File: config.mk
export PLATFORM = sky130hd
export DESIGN_NAME = perf_counter_unit
export DESIGN_NICKNAME = d
export VERILOG_FILES = /design/src/rtl/perf_counter_unit.sv
export SDC_FILE = /design/constraint.sdc
export NUM_CORES = 2
export LEC_CHECK = 0
export ABC_AREA = 1
export CORE_AREA = 2 2 289 291
export CTS_CLUSTER_DIAMETER = 40
export DETAILED_ROUTE_END_ITERATION = 10
export DIE_AREA = 0 0 291 293
export SLEW_MARGIN = 10
export SYNTH_ARGS = -nofsm -noshare
export SYNTH_HDL_FRONTEND = slang
export SYNTH_SLANG_ARGS = --single-unit
File: constraint.sdc
create_clock -name clk -period 32.1 [get_ports clk]
set_clock_uncertainty 0.2 [all_clocks]
set_input_delay 4.815 -clock clk [delete_from_list [all_inputs] [get_ports clk]]
set_output_delay 4.815 -clock clk [all_outputs]
set_load 0.02 [all_outputs]
File: src/rtl/perf_counter_unit.sv
// Cycle, instret and NCNT event counters with inhibit/event CSRs.
// CSR accesses from EM return the pre-update value one cycle later.
module perf_counter_unit #(
  parameter int NCNT = 4,
  parameter int CW   = 64,
  parameter int EVW  = 8
) (
  input  logic            clk,
  input  logic            reset,
  input  logic            retire,
  input  logic [EVW-1:0]  ev,
  input  logic            csr_en,
  input  logic [11:0]     csr_addr,
  input  logic [1:0]      csr_op,
  input  logic [31:0]     csr_wdata,
  output logic [31:0]     rd_data,
  output logic            rd_valid,
  output logic            rd_illegal
);
  localparam int NC = NCNT + 3;

  // Index 1 is a constant-zero slot with no CSR address.
  logic [CW-1:0]   cnt_reg  [NC];
  logic [CW-1:0]   cnt_next [NC];
  logic [EVW-1:0]  evt_reg  [3:NCNT+2];
  logic [NC-1:0]   inh_reg;
  logic [NC-1:0]   inc_vec;
  logic [31:0]     inh32;
  logic [31:0]     rd_data_reg;
  logic            rd_valid_reg;
  logic            rd_illegal_reg;

  logic [4:0]  idx;
  logic        is_cnt_lo, is_cnt_hi, is_csr3, idx_hpm, idx_cnt_ok;
  logic        sel_cnt, sel_inh, sel_evt, mapped, read_only;
  logic        wants_write, illegal, wr_en;
  logic [31:0] old_val, new_val;

  assign inh32      = 32'(inh_reg);
  assign idx        = csr_addr[4:0];
  assign is_cnt_lo  = (csr_addr[11:8] == 4'hC || csr_addr[11:8] == 4'hB) && csr_addr[7:5] == 3'b000;
  assign is_cnt_hi  = (csr_addr[11:8] == 4'hC || csr_addr[11:8] == 4'hB) && csr_addr[7:5] == 3'b100;
  assign is_csr3    = csr_addr[11:5] == 7'b0011001;
  assign idx_hpm    = idx >= 5'd3 && idx <= 5'(NCNT + 2);
  assign idx_cnt_ok = idx == 5'd0 || idx == 5'd2 || idx_hpm;
  assign sel_cnt    = (is_cnt_lo || is_cnt_hi) && idx_cnt_ok;
  assign sel_inh    = is_csr3 && idx == 5'd0;
  assign sel_evt    = is_csr3 && idx_hpm;
  assign mapped     = sel_cnt || sel_inh || sel_evt;
  assign read_only  = csr_addr[11:8] == 4'hC;

  // Set/clear with a zero operand is a pure read, so it is legal on Cxx.
  assign wants_write = csr_op == 2'b01 || (csr_op[1] && |csr_wdata);
  assign illegal     = !mapped || (wants_write && read_only);
  assign wr_en       = csr_en && !illegal && wants_write;

  always_comb begin
    old_val = '0;
    if (sel_cnt) begin
      for (int i = 0; i < NC; i++) begin
        if (idx == 5'(i))
          old_val = is_cnt_hi ? 32'(cnt_reg[i][CW-1:32]) : cnt_reg[i][31:0];
      end
    end
    if (sel_inh)
      old_val = inh32;
    if (sel_evt) begin
      for (int i = 3; i <= NCNT + 2; i++) begin
        if (idx == 5'(i))
          old_val = 32'(evt_reg[i]);
      end
    end
  end

  always_comb begin
    case (csr_op)
      2'b01:   new_val = csr_wdata;
      2'b10:   new_val = old_val | csr_wdata;
      2'b11:   new_val = old_val & ~csr_wdata;
      default: new_val = old_val;
    endcase
  end

  for (genvar gi = 0; gi < NC; gi++) begin : g_cnt
    if (gi == 1) begin : g_none
      assign inc_vec[gi]  = 1'b0;
      assign cnt_next[gi] = '0;
    end else begin : g_live
      logic wr_this;
      if (gi == 0) begin : g_cycle
        assign inc_vec[gi] = !inh_reg[gi];
      end else if (gi == 2) begin : g_instret
        assign inc_vec[gi] = retire && !inh_reg[gi];
      end else begin : g_hpm
        assign inc_vec[gi] = |(ev & evt_reg[gi]) && !inh_reg[gi];
      end
      assign wr_this = wr_en && sel_cnt && idx == 5'(gi);
      // A full-width add carries low into high in the same cycle; writes win.
      assign cnt_next[gi] = !wr_this ? cnt_reg[gi] + CW'(inc_vec[gi]) :
                            is_cnt_hi ? {new_val[CW-33:0], cnt_reg[gi][31:0]} :
                                        {cnt_reg[gi][CW-1:32], new_val};
    end
  end

  always_ff @(posedge clk or posedge reset) begin
    if (reset) begin
      for (int i = 0; i < NC; i++) cnt_reg[i] <= '0;
      for (int i = 3; i <= NCNT + 2; i++) evt_reg[i] <= '0;
      inh_reg        <= '0;
      rd_data_reg    <= '0;
      rd_valid_reg   <= 1'b0;
      rd_illegal_reg <= 1'b0;
    end else begin
      for (int i = 0; i < NC; i++) cnt_reg[i] <= cnt_next[i];
      if (wr_en && sel_evt) begin
        for (int i = 3; i <= NCNT + 2; i++) begin
          if (idx == 5'(i)) evt_reg[i] <= new_val[EVW-1:0];
        end
      end
      if (wr_en && sel_inh)
        inh_reg <= {new_val[NC-1:2], 1'b0, new_val[0]};
      rd_data_reg    <= (csr_en && !illegal) ? old_val : 32'd0;
      rd_valid_reg   <= csr_en;
      rd_illegal_reg <= csr_en && illegal;
    end
  end

  assign rd_data    = rd_data_reg;
  assign rd_valid   = rd_valid_reg;
  assign rd_illegal = rd_illegal_reg;
endmodule
==> results.ini <==
[pwr]
swShare = 0.265
clockPowerShare = 0.595
internal_power_mw = 1.37
ir_worst_vdd_mv = 0.0385
net-switching-power_mw = 0.495
comb_power_share = 0.081
powerDensity_nw_per_um2 = 49.6
p_leak_nw = 15.6
p_seq_frac = 0.325

[die]
die_w_um = 291
core_um2 = 81800
initial_utilization = 0.397
chipHeight_um = 293
num_io_pins = 92
rows = 105
die-area_um2 = 85300

[grt]
overflow = 0
grt_pass1_wl_mm = 213
grtUsageTotal = 0.330
grt_antenna_before_repair = 7
grt_max_degree = 186
grt_pass1_vias = 33200

[setup_path]
worstPathArrival_ns = 10.61
critPathLaunchType = primary input
critPathKind = primary input to flip-flop
ff2ff_path_depth = 20
required_ns = 32.47
end_kind = flip-flop
crit_fanout = 81

[timing]
fin_crit_ns = 10.24
hold_violations = 0
worst_pin_slew_ns = 1.30
relSlewSlack = 0.130
finalCritPeriodShare = 0.319
fmax_mhz = 97.7
rsz0062_at_grt = no
slew_viol_final = 0
fin_tns_setup_ns = 0
holdWs_ns = 0.279
setup_viol = 0

[clocking]
cts-resized-gates = 0
insertion_delay_ns = 0.66
clockBufferDepth = 3
post_cts_buffers = 0
cts.sinks = 456
numCtsBuffers = 100
cts_root_buf = clkbuf_16
cts_tree = done
h-tree-depth = 3
path_clk_slew_ns = 0.05
cts_hold_buf = 0

[final_layout]
fillers = 8460
multiInputGateArea_um2 = 18100
insertedDiodeCount = 0
instances_no_fill = 6097
fin_nets = 5013
regArea_um2 = 11400
drive_gt1_frac = 0.0714
synthToLayoutAreaGrowth_pct = 16.0
largest_reg_flops = 384

[synth]
async_reset_ff_frac = 1.00
yosysTopAreaCellShare = 0.351
ys_top_cells_by_area = dfrtp_1, nand2_1, o211ai_1
synth_cells = 4916
netlist_area_um2 = 32500
avgSynthCellArea_um2 = 6.61
ys.flop_type = dfrtp_1
synth-edff-count = 0
syn_nets = 4986
synthTopCellsByCount = nand2_1, inv_1, nor2_1
synth_top_area_cell = dfrtp_1
yosys_warnings = 0
synth-seq-cells = 456
yosysSeqAreaShare = 0.351
yosysMostFrequentCell = nand2_1
ys_types = 65

[drt]
wirelength_mm = 144
route.detailed.drc = 0
met1Wirelength_mm = 59.5
drtIter0Drc = 4574
vias = 36200
met2_length_mm = 60.9
vias_per_cell = 5.94
ant_nets = 0
wl_met3_mm = 15.8
first_pass_iters = 6
wire_per_inst_um = 23.7
top_layer_used = met5

[placement]
globalplace.congestion = 0.986
place_inst = 5911
port_buffers = 91
dp_hpwl_mm = 101

[outcome]
outcome = finished, final reports clean

[job]
max-cap-violations = 0

[hold_path]
hold_path_depth = 2
min_path_type = flip-flop to flip-flop

-- layer usage --
layer  vias up  track usage
met5         -            0
met4         6        0.172
met3       355       0.0648
met2      2119        0.486
met1     17200        0.459
li1      16500            -
-- worst max-delay path, stage by stage --
cell and delay, ns:
clkdlybuf4s50_1 0.45, nor2_1 0.24, nand2_2 0.14, nand2_2 0.48
nand2_8 0.47, inv_4 0.47, buf_4 0.58, buf_4 0.56
nor2_1 0.09, o311ai_0 0.53, nand3_1 0.26, o21ai_2 1.05
nand2_1 0.15, o211ai_1 0.15
-- metrics by stage --
step | utilization | worst slack (ns) | instance area [um2] | total power, mW
2_1_floorplan | - | 14.37 | 32500 | 0.691
3_3_place_gp | 0.417 | 21.44 | 34100 | 0.760
3_5_place_dp | 0.417 | 21.36 | 34100 | 0.762
4_1_cts | 0.461 | 22.02 | 37700 | 1.87
5_1_grt | 0.461 | 21.67 | 37700 | 1.92
6_report | 0.461 | 21.86 | 37700 | 1.87
-- cells in the final DEF (no fill, tap or decap), types with 10 or more instances in the layout --
master and instances:
a21oi_1 136, nand3_1 391, ha_1 12, clkinv_4 10
xor2_1 25, nor2_2 15, clkbuf_16 104, nor2_4 19
nand4_1 111, nand2_2 22, buf_4 45, o22ai_1 11
clkbuf_8 15, o21ai_0 309, o21ai_2 12, inv_1 503
clkdlybuf4s50_1 91, o21a_1 13, clkinvlp_4 12, a31oi_1 13
dfrtp_1 456, nand2_1 1479, clkbuf_1 13, nor3_1 165
nor2_1 476, o21ai_1 32, bufinv_16 15, nand3b_1 12
nor4_1 55, inv_2 30, o211ai_1 266, o311ai_0 13
-- final timing paths --
| path | start | slack (ns) | endpoint |
|---|---|---|---|
| worst max-delay path | csr_addr[8] | 21.86 | cnt_reg[156]$_DFFE_PP0P_ |
| worst min-delay path | evt_reg[0]$_DFFE_PP0P_ | 0.28 | evt_reg[0]$_DFFE_PP0P_ |
| worst max register to register | evt_reg[25]$_DFFE_PP0P_ | 27.42 | cnt_reg[255]$_DFFE_PP0P_ |
| worst min register to register | evt_reg[0]$_DFFE_PP0P_ | 0.28 | evt_reg[0]$_DFFE_PP0P_ |
| max in group asynchronous | reset | 24.21 | evt_reg[11]$_DFFE_PP0P_ |
| min in group asynchronous | reset | 4.50 | cnt_reg[247]$_DFFE_PP0P_ |
-- power by group through the flow --
stage	Clock [mW]	Sequential [mW]	Combinational, mW
2_1_floorplan	0	0.610	0.0809
3_3_place_gp	0	0.615	0.145
3_5_place_dp	0	0.615	0.147
4_1_cts	1.12	0.606	0.147
5_1_grt	1.15	0.608	0.162
6_report	1.11	0.607	0.151
-- cell type report --
| class | instances | area share |
|---|---|---|
| Clock buffer | 132 | 0.0758 |
| Clock inverter | 54 | 0.0203 |
| Inverter | 537 | 0.0538 |
| Multi-Input combinational cell | 3711 | 0.479 |
| Sequential cell | 456 | 0.302 |
| Tap cell | 1070 | 0.0355 |
| Timing Repair Buffer | 137 | 0.0336 |
-- cell families after synthesis --
family / count (synthesis) / synth area share
flip-flops: 456 / 0.351
XOR/XNOR: 33 / 0.00889
buffers and inverters: 749 / 0.0966
AND/OR/NAND/NOR: 2792 / 0.371
adder cells (fa/ha/maj): 12 / 0.00462
multiplexers: 4 / 0.00131
AO/OA/AOI/OAI: 870 / 0.166
(Power assumes the default switching activity.)
